File: src/rtl/alu_ctrl_mc.sv
// ALU control decoder with multi-cycle mult/div sequencing; decode registered, 1-cycle latency.
// Backpressure: ready drops for the N BUSY cycles of a mult/div; valid_in without ready is dropped.
`ifndef ALU_CTRL_MC_DEFS
`define ALU_CTRL_MC_DEFS
`define ALUOP_R_TYPE    3'd0
`define ALUOP_I_BEQ     3'd1
`define ALUOP_I_ORI     3'd2
`define ALUOP_I_LW      3'd3
`define ALUOP_I_SW      3'd4
`define ALUOP_J_JAL     3'd5
`define ALUOP_J_JMP     3'd6
`define FUNC_ADD        6'h20
`define FUNC_ADDU       6'h21
`define FUNC_SUBU       6'h23
`define FUNC_AND        6'h24
`define FUNC_OR         6'h25
`define FUNC_NOR        6'h27
`define FUNC_SLT        6'h2A
`define FUNC_SLTU       6'h2B
`define FUNC_MULT       6'h18
`define FUNC_MULTU      6'h19
`define FUNC_DIV        6'h1A
`define FUNC_DIVU       6'h1B
`define ALUSIGNAL_ADD   5'd1
`define ALUSIGNAL_ADDU  5'd2
`define ALUSIGNAL_SUBU  5'd3
`define ALUSIGNAL_AND   5'd4
`define ALUSIGNAL_OR    5'd5
`define ALUSIGNAL_NOR   5'd6
`define ALUSIGNAL_SLT   5'd7
`define ALUSIGNAL_SLTU  5'd8
`define ALUSIGNAL_MULT  5'd9
`define ALUSIGNAL_MULTU 5'd10
`define ALUSIGNAL_DIV   5'd11
`define ALUSIGNAL_DIVU  5'd12
`define ALUSIGNAL_BEQ   5'd13
`define ALUSIGNAL_ORI   5'd14
`define ALUSIGNAL_LW    5'd15
`define ALUSIGNAL_SW    5'd16
`define ALUSIGNAL_JAL   5'd17
`define ALUSIGNAL_JMP   5'd18
`endif

module alu_ctrl_mc #(
    parameter int SIGNAL_W   = 5,
    parameter int ALUOP_W    = 3,
    parameter int MUL_CYCLES = 4,
    parameter int DIV_CYCLES = 32
) (
    input  logic                clk,
    input  logic                rst,
    input  logic                flush,
    input  logic                valid_in,
    input  logic [ALUOP_W-1:0]  aluop,
    input  logic [5:0]          funct,
    output logic                ready,
    output logic                out_valid,
    output logic [SIGNAL_W-1:0] alu_signal,
    output logic                illegal,
    output logic                md_start,
    output logic                stall,
    output logic                done
);

    typedef enum logic {IDLE, BUSY} state_t;

    // Counter holds remaining BUSY cycles minus one; leaving BUSY happens on the edge it reads zero.
    localparam logic [5:0] MUL_LOAD = 6'(MUL_CYCLES - 1);
    localparam logic [5:0] DIV_LOAD = 6'(DIV_CYCLES - 1);

    state_t              state, state_nx;
    logic [5:0]          cnt, cnt_nx;
    logic [SIGNAL_W-1:0] sig_nx, dec_sig;
    logic                ov_nx, ill_nx, md_nx, done_nx;
    logic                dec_ill, dec_multi;
    logic [5:0]          dec_load;

    always_comb begin
        dec_sig   = '0;
        dec_ill   = 1'b0;
        dec_multi = 1'b0;
        dec_load  = '0;
        case (aluop)
            ALUOP_W'(`ALUOP_R_TYPE): begin
                case (funct)
                    `FUNC_ADD:   dec_sig = SIGNAL_W'(`ALUSIGNAL_ADD);
                    `FUNC_ADDU:  dec_sig = SIGNAL_W'(`ALUSIGNAL_ADDU);
                    `FUNC_SUBU:  dec_sig = SIGNAL_W'(`ALUSIGNAL_SUBU);
                    `FUNC_AND:   dec_sig = SIGNAL_W'(`ALUSIGNAL_AND);
                    `FUNC_OR:    dec_sig = SIGNAL_W'(`ALUSIGNAL_OR);
                    `FUNC_NOR:   dec_sig = SIGNAL_W'(`ALUSIGNAL_NOR);
                    `FUNC_SLT:   dec_sig = SIGNAL_W'(`ALUSIGNAL_SLT);
                    `FUNC_SLTU:  dec_sig = SIGNAL_W'(`ALUSIGNAL_SLTU);
                    `FUNC_MULT:  begin dec_sig = SIGNAL_W'(`ALUSIGNAL_MULT);  dec_multi = 1'b1; dec_load = MUL_LOAD; end
                    `FUNC_MULTU: begin dec_sig = SIGNAL_W'(`ALUSIGNAL_MULTU); dec_multi = 1'b1; dec_load = MUL_LOAD; end
                    `FUNC_DIV:   begin dec_sig = SIGNAL_W'(`ALUSIGNAL_DIV);   dec_multi = 1'b1; dec_load = DIV_LOAD; end
                    `FUNC_DIVU:  begin dec_sig = SIGNAL_W'(`ALUSIGNAL_DIVU);  dec_multi = 1'b1; dec_load = DIV_LOAD; end
                    default:     dec_ill = 1'b1;
                endcase
            end
            ALUOP_W'(`ALUOP_I_BEQ): dec_sig = SIGNAL_W'(`ALUSIGNAL_BEQ);
            ALUOP_W'(`ALUOP_I_ORI): dec_sig = SIGNAL_W'(`ALUSIGNAL_ORI);
            ALUOP_W'(`ALUOP_I_LW):  dec_sig = SIGNAL_W'(`ALUSIGNAL_LW);
            ALUOP_W'(`ALUOP_I_SW):  dec_sig = SIGNAL_W'(`ALUSIGNAL_SW);
            ALUOP_W'(`ALUOP_J_JAL): dec_sig = SIGNAL_W'(`ALUSIGNAL_JAL);
            ALUOP_W'(`ALUOP_J_JMP): dec_sig = SIGNAL_W'(`ALUSIGNAL_JMP);
            default:                dec_ill = 1'b1;
        endcase
    end

    always_comb begin
        state_nx = state;
        cnt_nx   = cnt;
        sig_nx   = alu_signal;
        ov_nx    = 1'b0;
        ill_nx   = 1'b0;
        md_nx    = 1'b0;
        done_nx  = 1'b0;
        case (state)
            IDLE: begin
                // flush outranks valid_in: an accept coinciding with flush is dropped
                if (valid_in && !flush) begin
                    ov_nx  = 1'b1;
                    sig_nx = dec_sig;
                    ill_nx = dec_ill;
                    if (dec_multi) begin
                        state_nx = BUSY;
                        cnt_nx   = dec_load;
                        md_nx    = 1'b1;
                    end
                end
            end
            BUSY: begin
                if (flush) begin
                    state_nx = IDLE;
                    cnt_nx   = '0;
                end else if (cnt == 6'd0) begin
                    state_nx = IDLE;
                    done_nx  = 1'b1;
                end else begin
                    cnt_nx = cnt - 6'd1;
                end
            end
        endcase
    end

    always_ff @(posedge clk) begin
        if (rst) begin
            state      <= IDLE;
            cnt        <= '0;
            alu_signal <= '0;
            out_valid  <= 1'b0;
            illegal    <= 1'b0;
            md_start   <= 1'b0;
            done       <= 1'b0;
        end else begin
            state      <= state_nx;
            cnt        <= cnt_nx;
            alu_signal <= sig_nx;
            out_valid  <= ov_nx;
            illegal    <= ill_nx;
            md_start   <= md_nx;
            done       <= done_nx;
        end
    end

    assign ready = (state == IDLE);
    assign stall = (state == BUSY);

endmodule

File: config.mk
export PLATFORM = sky130hd
export DESIGN_NAME = alu_ctrl_mc
export DESIGN_NICKNAME = d
export VERILOG_FILES = /design/src/rtl/alu_ctrl_mc.sv
export SDC_FILE = /design/constraint.sdc
export NUM_CORES = 1
export LEC_CHECK = 0
export ABC_AREA = 1
export BUFFER_PORTS_ARGS = -buffer_cell sky130_fd_sc_hd__buf_2
export CAP_MARGIN = 20
export CORE_UTILIZATION = 45
export CTS_CLUSTER_DIAMETER = 200
export DETAILED_ROUTE_END_ITERATION = 10
export PLACE_DENSITY = 0.69
export SLEW_MARGIN = 25
export SYNTH_ARGS = -nofsm -noshare
export SYNTH_HDL_FRONTEND = slang
export SYNTH_SLANG_ARGS = --single-unit
File: constraint.sdc
create_clock -name clk -period 1.9 [get_ports clk]
set_input_delay 0.285 -clock clk [delete_from_list [all_inputs] [get_ports clk]]
set_output_delay 0.285 -clock clk [all_outputs]
set_load 0.02 [all_outputs]
==> impl_metrics.py, run 1 <==
metrics = {
    "setup_path": {
        "timing.reg2reg.worst_path_depth": 7,
        "path_max_fanout": 7,
        "cp.required_ns": 2.09,
        "regToRegSetupSlack_ns": 0.42,
        "r2r_start": "cnt[0]",
        "crit_type": "reg -> reg",
        "startpoint_type": "flip-flop",
        "crit_arrival_ns": 1.68,
        "end_kind": "flip-flop",
        "r2r-end": "cnt[1]",
    },
    "clocking": {
        "insertion_delay_ns": 0.29,
        "cts-root-buf": "clkbuf_4",
        "clockBufferDepth": 2,
        "ctsHoldBuffers": 0,
        "cts_setup_buffers": 0,
        "ctsResizeCount": 0,
        "cts_tree": "done",
        "cts_made_buffers": 3,
        "clock_sinks": 16,
        "h-tree-depth": 1,
        "path_clk_slew_ns": 0.09,
    },
    "synth": {
        "synth_top_area_share_pct": 30.9,
        "synth_seq_cells": 16,
        "synth_area_leader_cell": "dfxtp_1",
        "seq_area_frac_synth_pct": 30.9,
        "ys_warn_count": 0,
        "synth_fp_nets": 181,
        "synthCells": 166,
        "async_reset_ff_share_pct": 0,
        "synth.most_common_cell": "nand2_1",
        "synth_area_leaders": "dfxtp_1 (31%), nand2_1 (16%), inv_1 (9.8%), nor2_1 (8.0%), a21oi_1 (5.8%)",
        "avgSynthCellArea_um2": 6.25,
        "synthTopCellsByCount": "nand2_1 (44), inv_1 (27), nor2_1 (22), dfxtp_1 (16), a21oi_1 (12)",
        "syn_area_um2": 1040,
        "synth-edff-count": 0,
        "ys.flop_type": "dfxtp_1",
        "yosysUniqueCellTypes": 24,
    },
    "pwr": {
        "total_power_mw": 0.666,
        "max-vdd-ir-drop_v": 0.000367,
        "power.density_nw_per_um2": 546,
        "p_leak_nw": 0.636,
    },
    "routing": {
        "drt-initial-drc-count": 17,
        "remaining_drc_errors": 0,
        "dr.pass1.iters": 4,
        "via_per_inst": 4.76,
        "avgRoutedWirePerCell_um": 10.1,
        "drt_wl_total_um": 2230,
        "ant_nets": 0,
        "routed-via-count": 1047,
    },
    "floorplanning": {
        "rows": 17,
        "die_h_um": 50.0,
        "fp.coreArea_um2": 2190,
        "dieArea_um2": 2500,
        "start_util_pct": 47.3,
        "ioPinCount": 24,
        "die_x_um": 50.0,
    },
    "hold_path": {
        "holdPathEnd": "cnt[0]",
        "min_from": "rst",
        "min_path_type": "in -> reg",
        "hold_depth": 2,
    },
    "sta": {
        "rsz0062_at_grt": "no",
        "max_slew_margin_pct": 82.2,
        "max_freq_mhz": 673,
        "hold_viol": 0,
        "period_share_pct": 78.2,
        "skew_ns": 0.00141,
        "setup_viol": 0,
        "layout_setup_ws_ns": 0.415,
        "setup_tns_ns": 0,
        "tightest_slew_ns": 0.266,
        "maxSlewViolCount": 0,
        "fin_crit_ns": 1.48,
        "finalHoldWorstSlack_ns": 0.294,
    },
    "layout": {
        "final_area_um2": 1220,
        "final_nets": 208,
        "n_antenna_cell": 0,
        "drive_gt1_share_pct": 24.5,
        "area_growth_pct": 17.6,
    },
    "global_routing": {
        "gr-usage-all-layers_pct": 20.5,
        "gr-total-overflow": 0,
        "grt_antenna_before_repair": 0,
        "grt_pass1_wl_um": 3950,
        "grt_pass1_vias": 998,
        "grt_max_degree": 10,
    },
    "outcome": {
        "status": "finished clean",
    },
    "place": {
        "dp_slack_ns": 0.419,
        "gp_congestion": 0.814,
        "numPortBuffers": 23,
        "dpl_cell_area_um2": 1180,
        "post-dp-hpwl_um": 1760,
    },
    "flow_run": {
        "max_cap_viol_count": 0,
    },
}
-- per-stage QoR --
| stage | instances | utilization [%] |
|---|---|---|
| 6_report | 220 | 55.7 |
| 5_1_grt | 220 | 55.7 |
| 4_1_cts | 220 | 55.7 |
| 3_5_place_dp | 216 | 54.0 |
| 3_3_place_gp | 216 | 54.0 |
| 2_1_floorplan | 166 | - |
-- layout make-up --
cell class | instances | area (µm²)
well taps | 28 | 35.0
fillers | 229 | 971
clock buffers | 4 | 36.3
flip-flops and latches | 16 | 320
multi-input cells | 116 | 584
inverters | 33 | 129
repair buffers | 23 | 115
-- how the worst max path moves through the flow --
stage,slack [ns],endpoint,start
4_1_cts,0.44,cnt[1],cnt[0]
2_1_floorplan,0.48,cnt[1],stall
6_report,0.42,cnt[1],cnt[0]
5_1_grt,0.29,cnt[1],cnt[0]
3_3_place_gp,0.43,cnt[4],aluop[1]
3_5_place_dp,0.42,cnt[4],aluop[1]
-- flip-flops by register name (all words and copies together) (netlist names) --
signal and count:
illegal 1, out_valid 1, md_start 1, cnt 6, alu_signal 5, done 1, stall 1
-- power breakdown --
| group | internal [mW] | switching (mW) |
|---|---|---|
| clock | 0.117 | 0.111 |
| combinational | 0.0318 | 0.0628 |
| sequential | 0.341 | 0.00250 |
| total | 0.490 | 0.177 |
-- kinds of logic (layout without fill, tap and decap cells) --
family                   count (synthesis)  in the layout  share of synthesized area, %
buffers and inverters                   34             60                          12.8
adder cells (fa/ha/maj)                  2              2                          2.41
AO/OA/AOI/OAI                           24             24                          14.4
AND/OR/NAND/NOR                         90             90                          39.6
flip-flops                              16             16                          30.9
-- routing by layer --
metal | vias to the layer above | global-route usage [%] | share of wire, %
met3 | 2 | 5.56 | 3.3
met2 | 18 | 35.8 | 49
met5 | - | 0 | 0
li1 | 564 | - | -
met4 | 0 | 5.71 | 0.76
met1 | 463 | 24.1 | 47
-- worst max-delay path, stage by stage, from the launching register on --
cell	delay [ns]
dfxtp_1	0.33
inv_1	0.13
ha_1	0.18
nand4_2	0.18
o21ai_4	0.31
clkinv_4	0.11
nor2_1	0.09
nor2_1	0.05
-- layout by cell type (no fill, tap or decap), types with 2 or more instances in the layout --
cell and count:
o211ai_1 2, nor2_1 22, nor2_4 2, a21oi_2 3
clkbuf_4 3, o21ai_0 4, buf_2 23, a21oi_1 12
ha_1 2, nor3_1 2, nand2_2 2, dfxtp_1 16
nand2_1 44, inv_1 27, nand2_4 2, nand4_1 3
nand3_1 9, inv_2 5, nor2_2 2
Power figures use the tool's default switching activity.
==> inputs of run 2 (changes only) <==
Clock period 1.9 ns to 1.5 ns, I/O delays scaled along.
==> impl_metrics.py, run 2 (same netlist as run 1, synthesis figures left out) <==
metrics = {
    "sta": {
        "layout_setup_ws_ns": 0.126,
        "setup_viol": 0,
        "rsz0062_at_grt": "no",
        "setup_tns_ns": 0,
        "max_freq_mhz": 728,
        "period_share_pct": 91.6,
        "skew_ns": 0.000382,
        "fin_crit_ns": 1.37,
        "hold_viol": 0,
        "max_slew_margin_pct": 82.8,
        "maxSlewViolCount": 0,
        "tightest_slew_ns": 0.257,
        "finalHoldWorstSlack_ns": 0.225,
    },
    "routing": {
        "drt_wl_total_um": 2210,
        "avgRoutedWirePerCell_um": 10.0,
        "drt-initial-drc-count": 21,
        "dr.pass1.iters": 4,
        "via_per_inst": 4.80,
        "ant_nets": 0,
        "routed-via-count": 1060,
        "remaining_drc_errors": 0,
    },
    "clocking": {
        "clockBufferDepth": 2,
        "h-tree-depth": 1,
        "cts_made_buffers": 3,
        "path_clk_slew_ns": 0.09,
        "cts-root-buf": "clkbuf_4",
        "cts_tree": "done",
        "insertion_delay_ns": 0.28,
        "clock_sinks": 16,
    },
    "place": {
        "numPortBuffers": 23,
        "dp.cells": 217,
        "dp_slack_ns": 0.0533,
        "gp_congestion": 0.792,
        "post-dp-hpwl_um": 1780,
    },
    "global_routing": {
        "grt_antenna_before_repair": 0,
        "grt_pass1_vias": 972,
        "gr-total-overflow": 0,
        "gr-usage-all-layers_pct": 19.5,
        "grt_max_degree": 10,
        "grt_pass1_wl_um": 3840,
    },
    "pwr": {
        "power.density_nw_per_um2": 679,
        "total_power_mw": 0.844,
        "max-vdd-ir-drop_v": 0.000467,
        "p_leak_nw": 0.645,
    },
    "setup_path": {
        "critical_path.top_delay_family": "flip-flops",
        "worstPathCellList": "inv_2 -> ha_2 -> nand4_4 -> o21ai_4 -> clkinv_4 -> nor2_2 -> nor2_1",
        "end_kind": "flip-flop",
        "path_max_fanout": 7,
        "cp.required_ns": 1.69,
        "worst-path-buf-inv": 2,
        "slowest_delay_ns": 0.34,
        "crit_arrival_ns": 1.56,
        "startpoint_type": "flip-flop",
        "critPathSlowestCell": "dfxtp_1",
        "crit_type": "reg -> reg",
    },
    "layout": {
        "reg_top3": "cnt (6), alu_signal (5)",
        "top_register": "cnt",
        "final_common_cell": "nand2_1",
        "largest_register_ffs": 6,
        "nFillCells": 230,
        "area_growth_pct": 19.9,
        "most-common-layout-cells": "nand2_1 (44), inv_1 (25), buf_2 (23), nor2_1 (20), dfxtp_1 (16)",
        "final_nets": 209,
        "instances_no_fill": 221,
        "drive_gt1_share_pct": 27.5,
        "n_antenna_cell": 0,
    },
    "floorplanning": {
        "start_util_pct": 47.3,
        "dieArea_um2": 2500,
        "fp.coreArea_um2": 2190,
        "die_h_um": 50.0,
        "die_x_um": 50.0,
        "rows": 17,
        "ioPinCount": 24,
    },
    "flow_run": {
        "max_cap_viol_count": 0,
    },
    "outcome": {
        "status": "finished clean",
    },
    "hold_path": {
        "min_path_type": "in -> reg",
    },
}
-- run 2: cell count changes in the layout (fill, tap and decap cells not counted) --
cell	change
buf_4	+1
ha_1	-1
ha_2	+1
inv_1	-2
inv_2	+2
nand4_2	-1
nand4_4	+1
nor2_1	-2
nor2_2	+2
-- run 2: routing by layer --
layer | GRT usage, % | wire, µm | up-vias
met1 | 20.7 | 966 | 464
li1 | - | - | 572
met3 | 5.86 | 79 | 4
met2 | 36.4 | 1140 | 20
met5 | 0 | 0 | -
met4 | 5.24 | 24 | 0
-- run 2: layout make-up --
class,count,area (µm²),share of cell area (%)
multi-input cells,116,601,48.3
clock buffers,4,36.3,2.92
inverters,33,129,10.4
flip-flops and latches,16,320,25.8
well taps,28,35.0,2.82
repair buffers,24,123,9.86
-- run 2: path summary, 6_finish.rpt --
kind	startpoint	to	slack (ns)	cells past startpoint
worst max register to register	cnt[0]	cnt[1]	0.13	7
worst max-delay path	cnt[0]	cnt[1]	0.13	7
worst min register to register	alu_signal[3]	alu_signal[3]	0.47	2
worst min-delay path	rst	cnt[0]	0.22	2
-- run 2: what timing repair did --
| action | 4_1_cts | 5_1_grt |
|---|---|---|
| resized for setup | 0 | 6 |
| endpoints found under the setup margin | 0 | 6 |
| hold buffers | 0 | 0 |
| buffers inserted | 0 | 0 |
-- run 2: power breakdown --
part	total [mW]	internal, mW	switching (mW)
Sequential	0.435	0.432	0.00313
Combinational	0.123	0.0423	0.0804
Clock	0.286	0.148	0.138
Total	0.844	0.622	0.222
-- run 2: stage by stage --
| stage | instance area [µm²] | utilization (%) |
|---|---|---|
| final | 1240 | 56.8 |
| after global routing | 1240 | 56.8 |
| after CTS | 1230 | 56.0 |
| after detailed placement | 1190 | 54.4 |
| after global placement | 1190 | 54.4 |
| after floorplan | 1040 | - |
==> inputs of run 3 (changes only) <==
Settings changed: CORE_ASPECT_RATIO from default to 0.9, REMOVE_ABC_BUFFERS from default to 1.
Clock period 1.5 ns to 1.4 ns, I/O delays scaled along.
==> impl_metrics.py, run 3 (same netlist as run 1, synthesis figures left out) <==
metrics = {
    "floorplanning": {
        "rows": 16,
        "ioPinCount": 24,
        "die_x_um": 52.6,
        "die_h_um": 47.5,
        "fp.coreArea_um2": 2180,
        "start_util_pct": 47.5,
        "dieArea_um2": 2500,
    },
    "routing": {
        "ant_nets": 0,
        "drt-initial-drc-count": 22,
        "avgRoutedWirePerCell_um": 10.3,
        "remaining_drc_errors": 0,
        "drt_wl_total_um": 2300,
        "dr.pass1.iters": 4,
        "via_per_inst": 4.78,
        "routed-via-count": 1067,
    },
    "pwr": {
        "p_leak_nw": 0.667,
        "switchingPower_mw": 0.238,
        "power.density_nw_per_um2": 706,
        "power_frac_seq_pct": 51.6,
        "p_int_mw": 0.668,
        "pwr-share-comb_pct": 14.7,
        "max-vdd-ir-drop_v": 0.000629,
        "total_power_mw": 0.906,
        "switching_share_pct": 26.3,
        "clock_power_share_pct": 33.7,
    },
    "setup_path": {
        "r2r_start": "cnt[0]",
        "worstPathCellList": "inv_4 -> ha_4 -> nand4_4 -> o21ai_4 -> clkinv_4 -> nor2_1 -> nor2_1",
        "critPathSlowestCell": "dfxtp_2",
        "end_kind": "flip-flop",
        "crit_arrival_ns": 1.52,
        "regToRegSetupSlack_ns": 0.07,
        "slowest_delay_ns": 0.35,
        "startpoint_type": "flip-flop",
        "critical_path.top_delay_family": "flip-flops",
        "cp-startpoint": "cnt[0]",
        "worst-path-buf-inv": 2,
        "path_max_fanout": 7,
        "crit_type": "reg -> reg",
        "path_common_cell": "nor2_1",
        "cp.required_ns": 1.59,
    },
    "place": {
        "post-dp-hpwl_um": 1870,
        "dp_slack_ns": -0.000634,
        "dp.cells": 219,
        "numPortBuffers": 23,
        "gp_congestion": 0.972,
    },
    "hold_path": {
        "min_path_type": "in -> reg",
        "min_from": "rst",
    },
    "global_routing": {
        "gr-total-overflow": 0,
        "grt_pass1_vias": 931,
        "gr-usage-all-layers_pct": 21.8,
        "grt_pass1_wl_um": 3890,
        "grt_antenna_before_repair": 0,
        "grt_max_degree": 10,
    },
    "clocking": {
        "clock_sinks": 16,
        "path_clk_slew_ns": 0.09,
        "cts_made_buffers": 3,
        "ctsHoldBuffers": 0,
        "cts_setup_buffers": 0,
        "cts_tree": "done",
        "clockBufferDepth": 2,
        "h-tree-depth": 1,
        "insertion_delay_ns": 0.29,
        "cts-root-buf": "clkbuf_4",
    },
    "layout": {
        "most-common-layout-cells": "nand2_1 (44), inv_1 (25), buf_2 (23), nor2_1 (20), dfxtp_1 (14)",
        "reg_top3": "cnt (6), alu_signal (5)",
        "n_antenna_cell": 0,
        "final_common_cell": "nand2_1",
        "instances_no_fill": 223,
        "drive_gt1_share_pct": 29.6,
        "area_growth_pct": 23.6,
        "fin_util_pct": 58.8,
        "largest_register_ffs": 6,
        "final_nets": 212,
        "top_register": "cnt",
    },
    "sta": {
        "skew_ns": 0.00200,
        "fin_crit_ns": 1.33,
        "hold_viol": 0,
        "tightest_slew_ns": 0.263,
        "maxSlewViolCount": 0,
        "setup_viol": 0,
        "period_share_pct": 95.1,
        "max_freq_mhz": 751,
        "layout_setup_ws_ns": 0.0687,
        "setup_tns_ns": 0,
        "max_slew_margin_pct": 82.5,
    },
    "flow_run": {
        "max_cap_viol_count": 0,
    },
    "outcome": {
        "status": "finished clean",
    },
}
[run 3: metal layers]
layer,global-route usage [%],vias up,share of wire [%]
met4,4.74,0,0.65
met3,6.98,2,6.6
met2,35.9,35,43
met5,0,-,0
li1,-,577,-
met1,28.1,453,49
[run 3: path summary, 6_finish.rpt]
kind | endpoint | cells past startpoint
worst max-delay path | cnt[1] | 7
worst min-delay path | cnt[0] | 2
worst min register to register | alu_signal[2] | 2
worst max register to register | cnt[1] | 7
[run 3: through the flow]
step	hold WS, ns	instance area, µm²
after floorplan	0.272	1030
after global placement	0.455	1210
after detailed placement	0.456	1210
after CTS	0.184	1250
after global routing	0.174	1280
final	0.187	1280
[run 3: power groups by stage]
| stage | Sequential [mW] | Clock (mW) | Combinational, mW |
|---|---|---|---|
| 2_1_floorplan | 0.487 | 0 | 0.0684 |
| 3_3_place_gp | 0.477 | 0 | 0.130 |
| 3_5_place_dp | 0.478 | 0 | 0.132 |
| 4_1_cts | 0.467 | 0.319 | 0.133 |
| 5_1_grt | 0.468 | 0.339 | 0.153 |
| 6_report | 0.467 | 0.305 | 0.133 |
[run 3: cell type report]
| cell class | count | area (µm²) |
|---|---|---|
| fill | 229 | 900 |
| multi-input combinational | 116 | 611 |
| sequential | 16 | 323 |
| timing repair buffer | 27 | 145 |
| inverter | 33 | 134 |
| clock buffer | 4 | 36.3 |
| tap | 27 | 33.8 |
[run 3: what timing repair did]
item                                   CTS  global route
gates resized for setup                  0            11
pin swaps                                1             1
endpoints found under the hold margin    0             0
setup endpoints to repair                1             6
[run 3: worst reg2reg max path, delay by kind of cell (launching register included)]
family | cells | cell delay [ns]
AO/OA/AOI/OAI | 1 | 0.28
adder cells (fa/ha/maj) | 1 | 0.14
buffers and inverters | 2 | 0.18
flip-flops | 1 | 0.35
AND/OR/NAND/NOR | 3 | 0.27
